## src/rtl/mem_region_decode_if.sv

```systemverilog
// rtl/mem_region_decode_if.sv - request/response bundle between a CPU memory port and mem_region_decode
// Signals:
//   req      master->slave  access request, sampled only while busy=0
//   wr       master->slave  1=write, 0=read, sampled with req
//   addr     master->slave  access address, sampled with req
//   busy     slave->master  high while an access is in progress
//   sel      slave->master  one-hot region select, all zero when idle
//   ack      slave->master  one-cycle pulse on the final select cycle
//   err      slave->master  one-cycle pulse for a faulted access
//   hit_idx  slave->master  index of the active (or offending) region
interface mem_region_decode_if #(
  parameter int ADDR_W  = 13,
  parameter int NUM_REG = 2
);
  logic               req;
  logic               wr;
  logic [ADDR_W-1:0]  addr;
  logic               busy;
  logic [NUM_REG-1:0] sel;
  logic               ack;
  logic               err;
  logic [2:0]         hit_idx;

  modport master (
    output req, wr, addr,
    input  busy, sel, ack, err, hit_idx
  );

  modport slave (
    input  req, wr, addr,
    output busy, sel, ack, err, hit_idx
  );
endinterface

```

## src/rtl/mem_region_decode.sv

```systemverilog
// rtl/mem_region_decode.sv - registered base/mask region decoder with per-region wait states
// Ports:
//   i_clk    system clock, rising edge
//   i_reset  asynchronous, active-high reset
//   bus      mem_region_decode_if.slave: req/wr/addr in; busy/sel/ack/err/hit_idx out
// Optional build macro: WR_PROTECT_EN - writes to regions flagged in REG_RO fault
// instead of selecting; the offending region is reported on hit_idx.
module mem_region_decode #(
  parameter int                        ADDR_W   = 13,
  parameter int                        NUM_REG  = 2,
  parameter int                        WS_W     = 4,
  parameter logic [NUM_REG*ADDR_W-1:0] REG_BASE = {13'h0000, 13'h1800},
  parameter logic [NUM_REG*ADDR_W-1:0] REG_MASK = {13'h0000, 13'h1800},
  parameter logic [NUM_REG*WS_W-1:0]   REG_WS   = {4'd1, 4'd0},
  parameter logic [NUM_REG-1:0]        REG_RO   = 2'b10
) (
  input  logic                 i_clk,
  input  logic                 i_reset,
  mem_region_decode_if.slave   bus
);

  typedef enum logic [1:0] {
    S_IDLE   = 2'd0,
    S_ACCESS = 2'd1,
    S_FAULT  = 2'd2
  } state_t;

  state_t             r_state;
  logic               r_busy;
  logic [NUM_REG-1:0] r_sel;
  logic               r_ack;
  logic               r_err;
  logic [2:0]         r_hit_idx;
  logic [WS_W-1:0]    r_cnt;

  logic               w_hit;
  logic [2:0]         w_idx;
  logic [WS_W-1:0]    w_ws;
  logic [NUM_REG-1:0] w_sel;
  logic               w_fault;
`ifdef WR_PROTECT_EN
  logic               w_ro;
`endif

  // Scan from the highest index down so the lowest hitting index is the
  // last assignment and therefore wins.
  always_comb begin
    w_hit = 1'b0;
    w_idx = '0;
    w_ws  = '0;
    w_sel = '0;
`ifdef WR_PROTECT_EN
    w_ro  = 1'b0;
`endif
    for (int i = NUM_REG - 1; i >= 0; i--) begin
      if ((bus.addr & REG_MASK[i*ADDR_W +: ADDR_W]) ==
          (REG_BASE[i*ADDR_W +: ADDR_W] & REG_MASK[i*ADDR_W +: ADDR_W])) begin
        w_hit    = 1'b1;
        w_idx    = 3'(i);
        w_ws     = REG_WS[i*WS_W +: WS_W];
        w_sel    = '0;
        w_sel[i] = 1'b1;
`ifdef WR_PROTECT_EN
        w_ro     = REG_RO[i];
`endif
      end
    end
  end

`ifdef WR_PROTECT_EN
  assign w_fault = !w_hit || (bus.wr && w_ro);
`else
  assign w_fault = !w_hit;
`endif

  // The request is captured in decoded form (select, index, wait count) at
  // the accepting edge, so later changes on addr/wr cannot affect it.
  always_ff @(posedge i_clk or posedge i_reset) begin
    if (i_reset) begin
      r_state   <= S_IDLE;
      r_busy    <= 1'b0;
      r_sel     <= '0;
      r_ack     <= 1'b0;
      r_err     <= 1'b0;
      r_hit_idx <= '0;
      r_cnt     <= '0;
    end else begin
      case (r_state)
        S_IDLE: begin
          r_busy <= 1'b0;
          r_sel  <= '0;
          r_ack  <= 1'b0;
          r_err  <= 1'b0;
          if (bus.req) begin
            r_busy <= 1'b1;
            if (w_fault) begin
              r_state <= S_FAULT;
              r_err   <= 1'b1;
`ifdef WR_PROTECT_EN
              if (w_hit) r_hit_idx <= w_idx;
`endif
            end else begin
              r_state   <= S_ACCESS;
              r_sel     <= w_sel;
              r_hit_idx <= w_idx;
              r_cnt     <= w_ws;
              // zero wait states: select and ack share the one cycle
              r_ack     <= (w_ws == '0);
            end
          end
        end
        S_ACCESS: begin
          if (r_cnt != '0) begin
            r_cnt <= r_cnt - 1'b1;
            r_ack <= (r_cnt == WS_W'(1));
          end else begin
            r_state <= S_IDLE;
            r_busy  <= 1'b0;
            r_sel   <= '0;
            r_ack   <= 1'b0;
          end
        end
        S_FAULT: begin
          r_state <= S_IDLE;
          r_busy  <= 1'b0;
          r_err   <= 1'b0;
        end
        default: begin
          r_state <= S_IDLE;
          r_busy  <= 1'b0;
          r_sel   <= '0;
          r_ack   <= 1'b0;
          r_err   <= 1'b0;
        end
      endcase
    end
  end

  assign bus.busy    = r_busy;
  assign bus.sel     = r_sel;
  assign bus.ack     = r_ack;
  assign bus.err     = r_err;
  assign bus.hit_idx = r_hit_idx;

endmodule

```

## src/flat_wrapper.sv

```systemverilog
// flat-port wrapper written by rule: the top's interface ports become plain ports
module mem_region_decode_flat 
#(
  parameter int                        ADDR_W   = 13,
  parameter int                        NUM_REG  = 2,
  parameter int                        WS_W     = 4,
  parameter logic [NUM_REG*ADDR_W-1:0] REG_BASE = {13'h0000, 13'h1800},
  parameter logic [NUM_REG*ADDR_W-1:0] REG_MASK = {13'h0000, 13'h1800},
  parameter logic [NUM_REG*WS_W-1:0]   REG_WS   = {4'd1, 4'd0},
  parameter logic [NUM_REG-1:0]        REG_RO   = 2'b10
)
  (i_clk, i_reset, bus_req, bus_wr, bus_addr, bus_busy, bus_sel, bus_ack, bus_err, bus_hit_idx);
  mem_region_decode_if #(.ADDR_W(ADDR_W), .NUM_REG(NUM_REG)) bus_i ();
  input  logic i_clk;
  input  logic i_reset;
  input wire logic [$bits(bus_i.req)-1:0] bus_req;
  input wire logic [$bits(bus_i.wr)-1:0] bus_wr;
  input wire logic [$bits(bus_i.addr)-1:0] bus_addr;
  output wire logic [$bits(bus_i.busy)-1:0] bus_busy;
  output wire logic [$bits(bus_i.sel)-1:0] bus_sel;
  output wire logic [$bits(bus_i.ack)-1:0] bus_ack;
  output wire logic [$bits(bus_i.err)-1:0] bus_err;
  output wire logic [$bits(bus_i.hit_idx)-1:0] bus_hit_idx;
  assign bus_i.req = bus_req;
  assign bus_i.wr = bus_wr;
  assign bus_i.addr = bus_addr;
  assign bus_busy = bus_i.busy;
  assign bus_sel = bus_i.sel;
  assign bus_ack = bus_i.ack;
  assign bus_err = bus_i.err;
  assign bus_hit_idx = bus_i.hit_idx;
  mem_region_decode #(.ADDR_W(ADDR_W), .NUM_REG(NUM_REG), .WS_W(WS_W), .REG_BASE(REG_BASE), .REG_MASK(REG_MASK), .REG_WS(REG_WS), .REG_RO(REG_RO)) u_core (.i_clk(i_clk), .i_reset(i_reset), .bus(bus_i));
endmodule
```

## config.mk

```make
export PLATFORM = sky130hd
export DESIGN_NAME = mem_region_decode_flat
export DESIGN_NICKNAME = d
export VERILOG_FILES = /design/src/rtl/mem_region_decode_if.sv /design/src/rtl/mem_region_decode.sv /design/src/flat_wrapper.sv
export SDC_FILE = /design/constraint.sdc
export NUM_CORES = 1
export LEC_CHECK = 0
export CAP_MARGIN = 25
export CORE_AREA = 8 8 48 50
export CTS_CLUSTER_SIZE = 16
export DETAILED_ROUTE_END_ITERATION = 8
export DIE_AREA = 0 0 56 58
export PLACE_DENSITY = 0.68
export SLEW_MARGIN = 15
export SYNTH_ARGS = -nofsm -noshare
export SYNTH_HDL_FRONTEND = slang
export SYNTH_SLANG_ARGS = --single-unit
```

## constraint.sdc

```tcl
create_clock -name i_clk -period 2.8 [get_ports i_clk]
set_clock_uncertainty 0.05 [all_clocks]
set_input_delay 0.56 -clock i_clk [delete_from_list [all_inputs] [get_ports i_clk]]
set_output_delay 0.56 -clock i_clk [all_outputs]
set_load 0.03 [all_outputs]
```

### After elaboration in Yosys (flattened, before gate mapping)

Index checks and enable logic that the tools add are counted.

| word-level totals | value |
|---|---|
| register bits | 13 |
| input port bits | 17 |
| output and inout port bits | 8 |
| logic and storage cells | 40 |

| operators by class | value |
|---|---|
| $add $sub $neg | 1 |
| equal/unequal tests | 7 |
| muxes and demuxes | 17 |
| bitwise gates (word level) | 1 |
| reduce and logical (&&, ||, !) cells | 8 |

Operators by type and width:

| operator | count |
|---|---|
| $mux W2 | 4 |
| $mux W4 | 2 |
| $pmux W4 S2 | 1 |
| $mux W1 | 6 |
| $pmux W2 S3 | 1 |
| $reduce_and A2 Y1 | 3 |
| $eq A2 B2 Y1 const B | 2 |
| $eq A4 B1 Y1 const B | 1 |
| $logic_not A4 Y1 | 1 |
| $ne A2 B2 Y1 const B | 2 |
| $pmux W2 S2 | 1 |
| $reduce_bool A4 Y1 | 1 |
| $sub A4 B1 Y4 const B | 1 |
| $pmux W1 S3 | 1 |
| $reduce_and A3 Y1 | 1 |
| $eq A2 B1 Y1 const B | 1 |
| $logic_not A2 Y1 | 1 |
| $ne A2 B1 Y1 const B | 1 |
| $pmux W1 S2 | 1 |
| $reduce_bool A2 Y1 | 1 |
| $not A1 Y1 | 1 |

### Depth between registers and ports, before layout

Gate-level depths: netlist of the first run.

| depth | value |
|---|---|
| word-level depth | 5 |
| mapped depth | 5 |
| depth with buffers taken out | 5 |

### Worst setup path before layout of the first run

OpenSTA, ideal clock, no wires.

| timing path | value |
|---|---|
| path kind | register to register |
| start | register u_core.r_cnt[0] |
| end | register u_core.r_ack, in the netlist u_core.bus.ack |
| arrival time | 1.180 ns |
| data required time | 2.630 ns |
| slack | 1.450 ns |
| stages on the path, launching flop included | 6 |
| buffers on the path | 0 |
| path through | dfrtp_1 > inv_1 > ha_1 > nor3b_4 > nor2b_1 > a31o_1 |

| between the ends | value |
|---|---|
| cells in the longest elaborated chain, start to end | 3 |
| elaborated cells between the ends (all ways) | 4 |
| classes of those cells | eq/ne (1); mux (2); reduce/logical (1) |

RTL lines:

| item | RTL line | RTL |
|---|---|---|
| start: declaration | mem_region_decode.sv:34 | `logic [WS_W-1:0] r_cnt;` |
| start signal: assignment | mem_region_decode.sv:106 | `r_cnt <= w_ws;` |
| start signal: assignment | mem_region_decode.sv:114 | `r_cnt <= r_cnt - 1'b1;` |
| $eq A4 B1 Y1 or $reduce_bool A4 Y1 (tied branches) | mem_region_decode.sv:115, mem_region_decode.sv:113 |  |
| $mux W1 (*) | mem_region_decode.sv:113 | `if (r_cnt != '0) begin` |
| $pmux W1 S3 (*) | mem_region_decode.sv:88 | `case (r_state)` |
| end signal: assignment | mem_region_decode.sv:108 | `r_ack <= (w_ws == '0);` |
| end signal: assignment | mem_region_decode.sv:115 | `r_ack <= (r_cnt == WS_W'(1));` |
| end: declaration | mem_region_decode.sv:31 | `logic r_ack;` |

Every way passes the cells marked *; elsewhere a longest branch is shown, timed or not.
A chain may end at the register's enable or synchronous reset.

### Final worst setup path of the first run

| timing path | value |
|---|---|
| start | register u_core.r_busy, in the netlist u_core.bus.busy |
| end | output port bus_busy |

RTL lines:

| item | RTL line | RTL |
|---|---|---|
| start: declaration | mem_region_decode.sv:29 | `logic r_busy;` |
| start signal: assignment | mem_region_decode.sv:81 | `r_busy <= 1'b0;` |
| start signal: assignment | mem_region_decode.sv:90 | `r_busy <= 1'b0;` |
| start signal: assignment | mem_region_decode.sv:95 | `r_busy <= 1'b1;` |
| end: declaration | flat_wrapper.sv:19 | `output wire logic [$bits(bus_i.busy)-1:0] bus_busy;` |

No word-level cell between the ends.

==> impl_metrics.toml, run 1 <==
[status]
run_status = "finished, final reports clean"

[pwr]
power.ir.vdd_worst_v = 0.000354
power.net_switching_uw = 307
pwr-share-comb_pct = 47.3
power.sequential.fraction_pct = 35.3
switching_share_pct = 40.1
p_int_uw = 458
clock_share_of_power_pct = 17.4
leakage_uw = 0.000307
pwr_density_cell_nw_per_um2 = 1170
total_power_uw = 764

[worst_setup_path]
timing.rr.start = "u_core.r_cnt[0]$_DFFE_PP0P_"
critPathKind = "flip-flop to primary output"
crit_slowest_cell = "clkdlybuf4s50_1"
cp_cell_instances = "clkdlybuf4s50_1"
max_stage_delay_ns = 0.67
required_ns = 2.19
cp-end-kind = "primary output"
setup.reg_to_reg.worst_slack_ns = 1.28
worst-path-max-fanout = 2
critPathTopFamily = "buffers and inverters"
critPathBufInv = 1
crit_start = "u_core.bus.busy$_DFFE_PP0P_"
worst-r2r-cell-count = 5
rr_endpoint = "u_core.r_cnt[1]$_DFFE_PP0P_"
worstPathArrival_ns = 1.28
setup.worst_path.start_class = "flip-flop"
critical_path.endpoint = "bus_busy"
worst-path-stages = 1

[clock_tree]
clock_sink_count = 10
cts_resized = 0
cts_tree = "yes"
cell_chosen_for_the_clock_root = "clkbuf_4"
cts.htree.levels = 1
ctsLongestPathBuffers = 2
cts_setup_buffers = 0
worst_setup_hold_path_clk_slew_ns = 0.07
tritoncts.num_buffers = 3
cts.hold.buffers_added = 0
clkLatencyLatePin_ns = 0.27

[yosys]
synthCells = 51
synthesis.yosys.warnings = 0
synth-edff-count = 0
synth_largest_area_cell = "dfrtp_1"
synth.avg_cell_area_sq_um = 10.3
post_synth_main_area_contributors = "dfrtp_1 (48%), ha_1 (7.1%), nor2b_1 (4.8%), buf_4 (4.3%), nor3b_4 (3.6%)"
synth_top_cell_area_share_pct = 47.6
yosys_register_bits = 10
synth_cell_types = 23
ys_seq_area_share_pct = 47.6
post_synth_instance_area_sq_um = 526
synth_async_sr_flop_share_pct = 100
netlist_top_cells_count = "dfrtp_1 (10), nor2_1 (4), nor2b_1 (4)"
yosysMostFrequentCell = "dfrtp_1"
synth_flop_cell = "dfrtp_1"

[cells_and_area]
area_growth_synth_to_finish_pct = 24.3
fillers = 162
post_route_cells_drive_above_1_share_pct = 11.3
nets = 83
antennaDiodeCount = 0

[timing]
layout_worst_path_cycle_share_pct = 67.6
maxClockFrequency_mhz = 528
final_layout_setup_total_negative_slack_ns = 0
setup_viol = 0
final-max-slew-violation-count = 0
count_of_final_hold_check_violations = 0
shortest_clock_period_the_worst_path_allows_after_layout_ns = 1.89
grt_setup_unrepaired = "no"

[die]
rows = 15
die_h_um = 58
core_sq_um = 1610
die-width_um = 56
num_io_pins = 25
die_area_sq_um = 3250
initial_core_util_pct = 32.6

[placed_design]
dp_hpwl_um = 755
gp_congestion = 0.766
count_of_input_and_output_buffers = 9

[grt]
grt_pass1_wl_mm = 1.73
grt_max_degree = 12
antenna_found_initial = 0
groute.usage.overall_pct = 6.83
globalRouteOverflowTotal = 0
first_global_vias = 397

[routing]
drt-wirelength-per-cell_um = 12.7
detail_route.vias_per_cell = 4.72
drt-initial-drc-count = 5
detailedRoute.firstPassIterationCount = 5
route.detailed.drc = 0
via_count = 373
totalWireLength_mm = 1.00
drt.antenna.violating_nets = 0

[min_path]
hold_depth = 1
worstHoldPathType = "flip-flop to flip-flop"

[flow_run]
drv.max_cap_violation_count = 0
[power groups by stage]
stage          clock [uW]  combinational (uW)  sequential [uW]
2_1_floorplan           0                 214              315
3_3_place_gp            0                 354              271
3_5_place_dp            0                 366              272
4_1_cts               134                 367              271
5_1_grt               142                 401              279
6_report              133                 362              270
[through the flow]
stage          utilization [%]  setup WS, ns  area [sq um]  cells  hold slack, ns
2_1_floorplan                -          1.45           533     53           0.350
3_3_place_gp              38.2         0.999           617     75           0.409
3_5_place_dp              38.2         0.993           617     75           0.415
4_1_cts                   40.5         0.892           653     79           0.430
5_1_grt                   40.5         0.843           653     79           0.449
6_report                  40.5         0.906           653     79           0.426
[kinds of logic (layout without fill, tap and decap cells)]
kind of cell	after synthesis	in the layout	share of synthesized area, %
flops	10	10	47.6
compound gates	13	13	16.4
buf+inv	7	16	7.38
simple gates	16	16	19.0
other cells	1	3	0.714
xor+xnor	1	1	1.67
fa+ha+maj	3	3	7.14
[cell usage in the layout (no fill, tap or decap), types with 3 or more instances in the layout]
master,netlist,routed
clkbuf_4,0,3
nor2b_1,4,4
dfrtp_1,10,10
clkdlybuf4s50_1,0,9
nand2_1,3,3
nor2_1,4,4
ha_1,3,3
inv_1,3,3
conb_1,1,3
[worst register-to-register path, delay by kind of cell, from the launching register on]
family                     cells  cell delay [ns]
and+or+nand+nor                2             0.53
DFF                            1             0.43
adders and majority gates      1             0.16
buffers and inverters          1             0.13
AOI/OAI and AO/OA              1             0.10
[final cells by class]
class | instances | area, sq um | area share [%]
flip-flops and latches | 10 | 250 | 38.3
multi-input cells | 36 | 244 | 37.4
repair buffers | 9 | 90.1 | 13.8
clock buffers | 4 | 36.3 | 5.56
well taps | 17 | 21.3 | 3.26
inverters | 3 | 11.3 | 1.72
[routing by layer]
layer	share of wire (%)	GRT usage [%]
met5	0	0
met4	1.3	7.22
met2	42	9.03
met3	5.0	2.62
met1	52	7.87
[how the worst min path moves through the flow]
stage / start / to / slack (ns)
finish: u_core.bus.sel[0]$_DFFE_PP0P_ / u_core.bus.sel[0]$_DFFE_PP0P_ / 0.43
global route: u_core.bus.busy$_DFFE_PP0P_ / u_core.bus.busy$_DFFE_PP0P_ / 0.45
CTS: u_core.bus.busy$_DFFE_PP0P_ / u_core.bus.busy$_DFFE_PP0P_ / 0.43
detailed placement: u_core.bus.busy$_DFFE_PP0P_ / u_core.bus.busy$_DFFE_PP0P_ / 0.41
global placement: u_core.bus.busy$_DFFE_PP0P_ / u_core.bus.busy$_DFFE_PP0P_ / 0.41
floorplan: i_reset / u_core.bus.ack$_DFF_PP0_ / 0.35
[state kept, by name, indices dropped and copies added, names as in the netlist]
signal and flops:
u_core.bus.ack 1, u_core.bus.busy 1, u_core.bus.hit_idx 1, u_core.bus.sel 2, u_core.r_cnt 4, u_core.r_state 1
Power figures use the tool's default switching activity.
==> run 2: changes to the inputs <==
==> constraint.sdc (replaced) <==
create_clock -name i_clk -period 1.8 [get_ports i_clk]
set_clock_uncertainty 0.05 [all_clocks]
set_input_delay 0.36 -clock i_clk [delete_from_list [all_inputs] [get_ports i_clk]]
set_output_delay 0.36 -clock i_clk [all_outputs]
set_load 0.03 [all_outputs]
==> results of run 2 <==
The final DEF is identical to that of run 1. Status: finished, final reports clean.
Main changes from that run: setup slack after placement 0.993 ns -> 0.193 ns; setup slack after layout 0.906 ns -> 0.106 ns; hold slack 0.426 ns -> 0.321 ns; register-to-register setup slack 1.28 ns -> 0.28 ns; total power 764 uW -> 1190 uW; worst IR drop on VDD 0.000354 V -> 0.000551 V
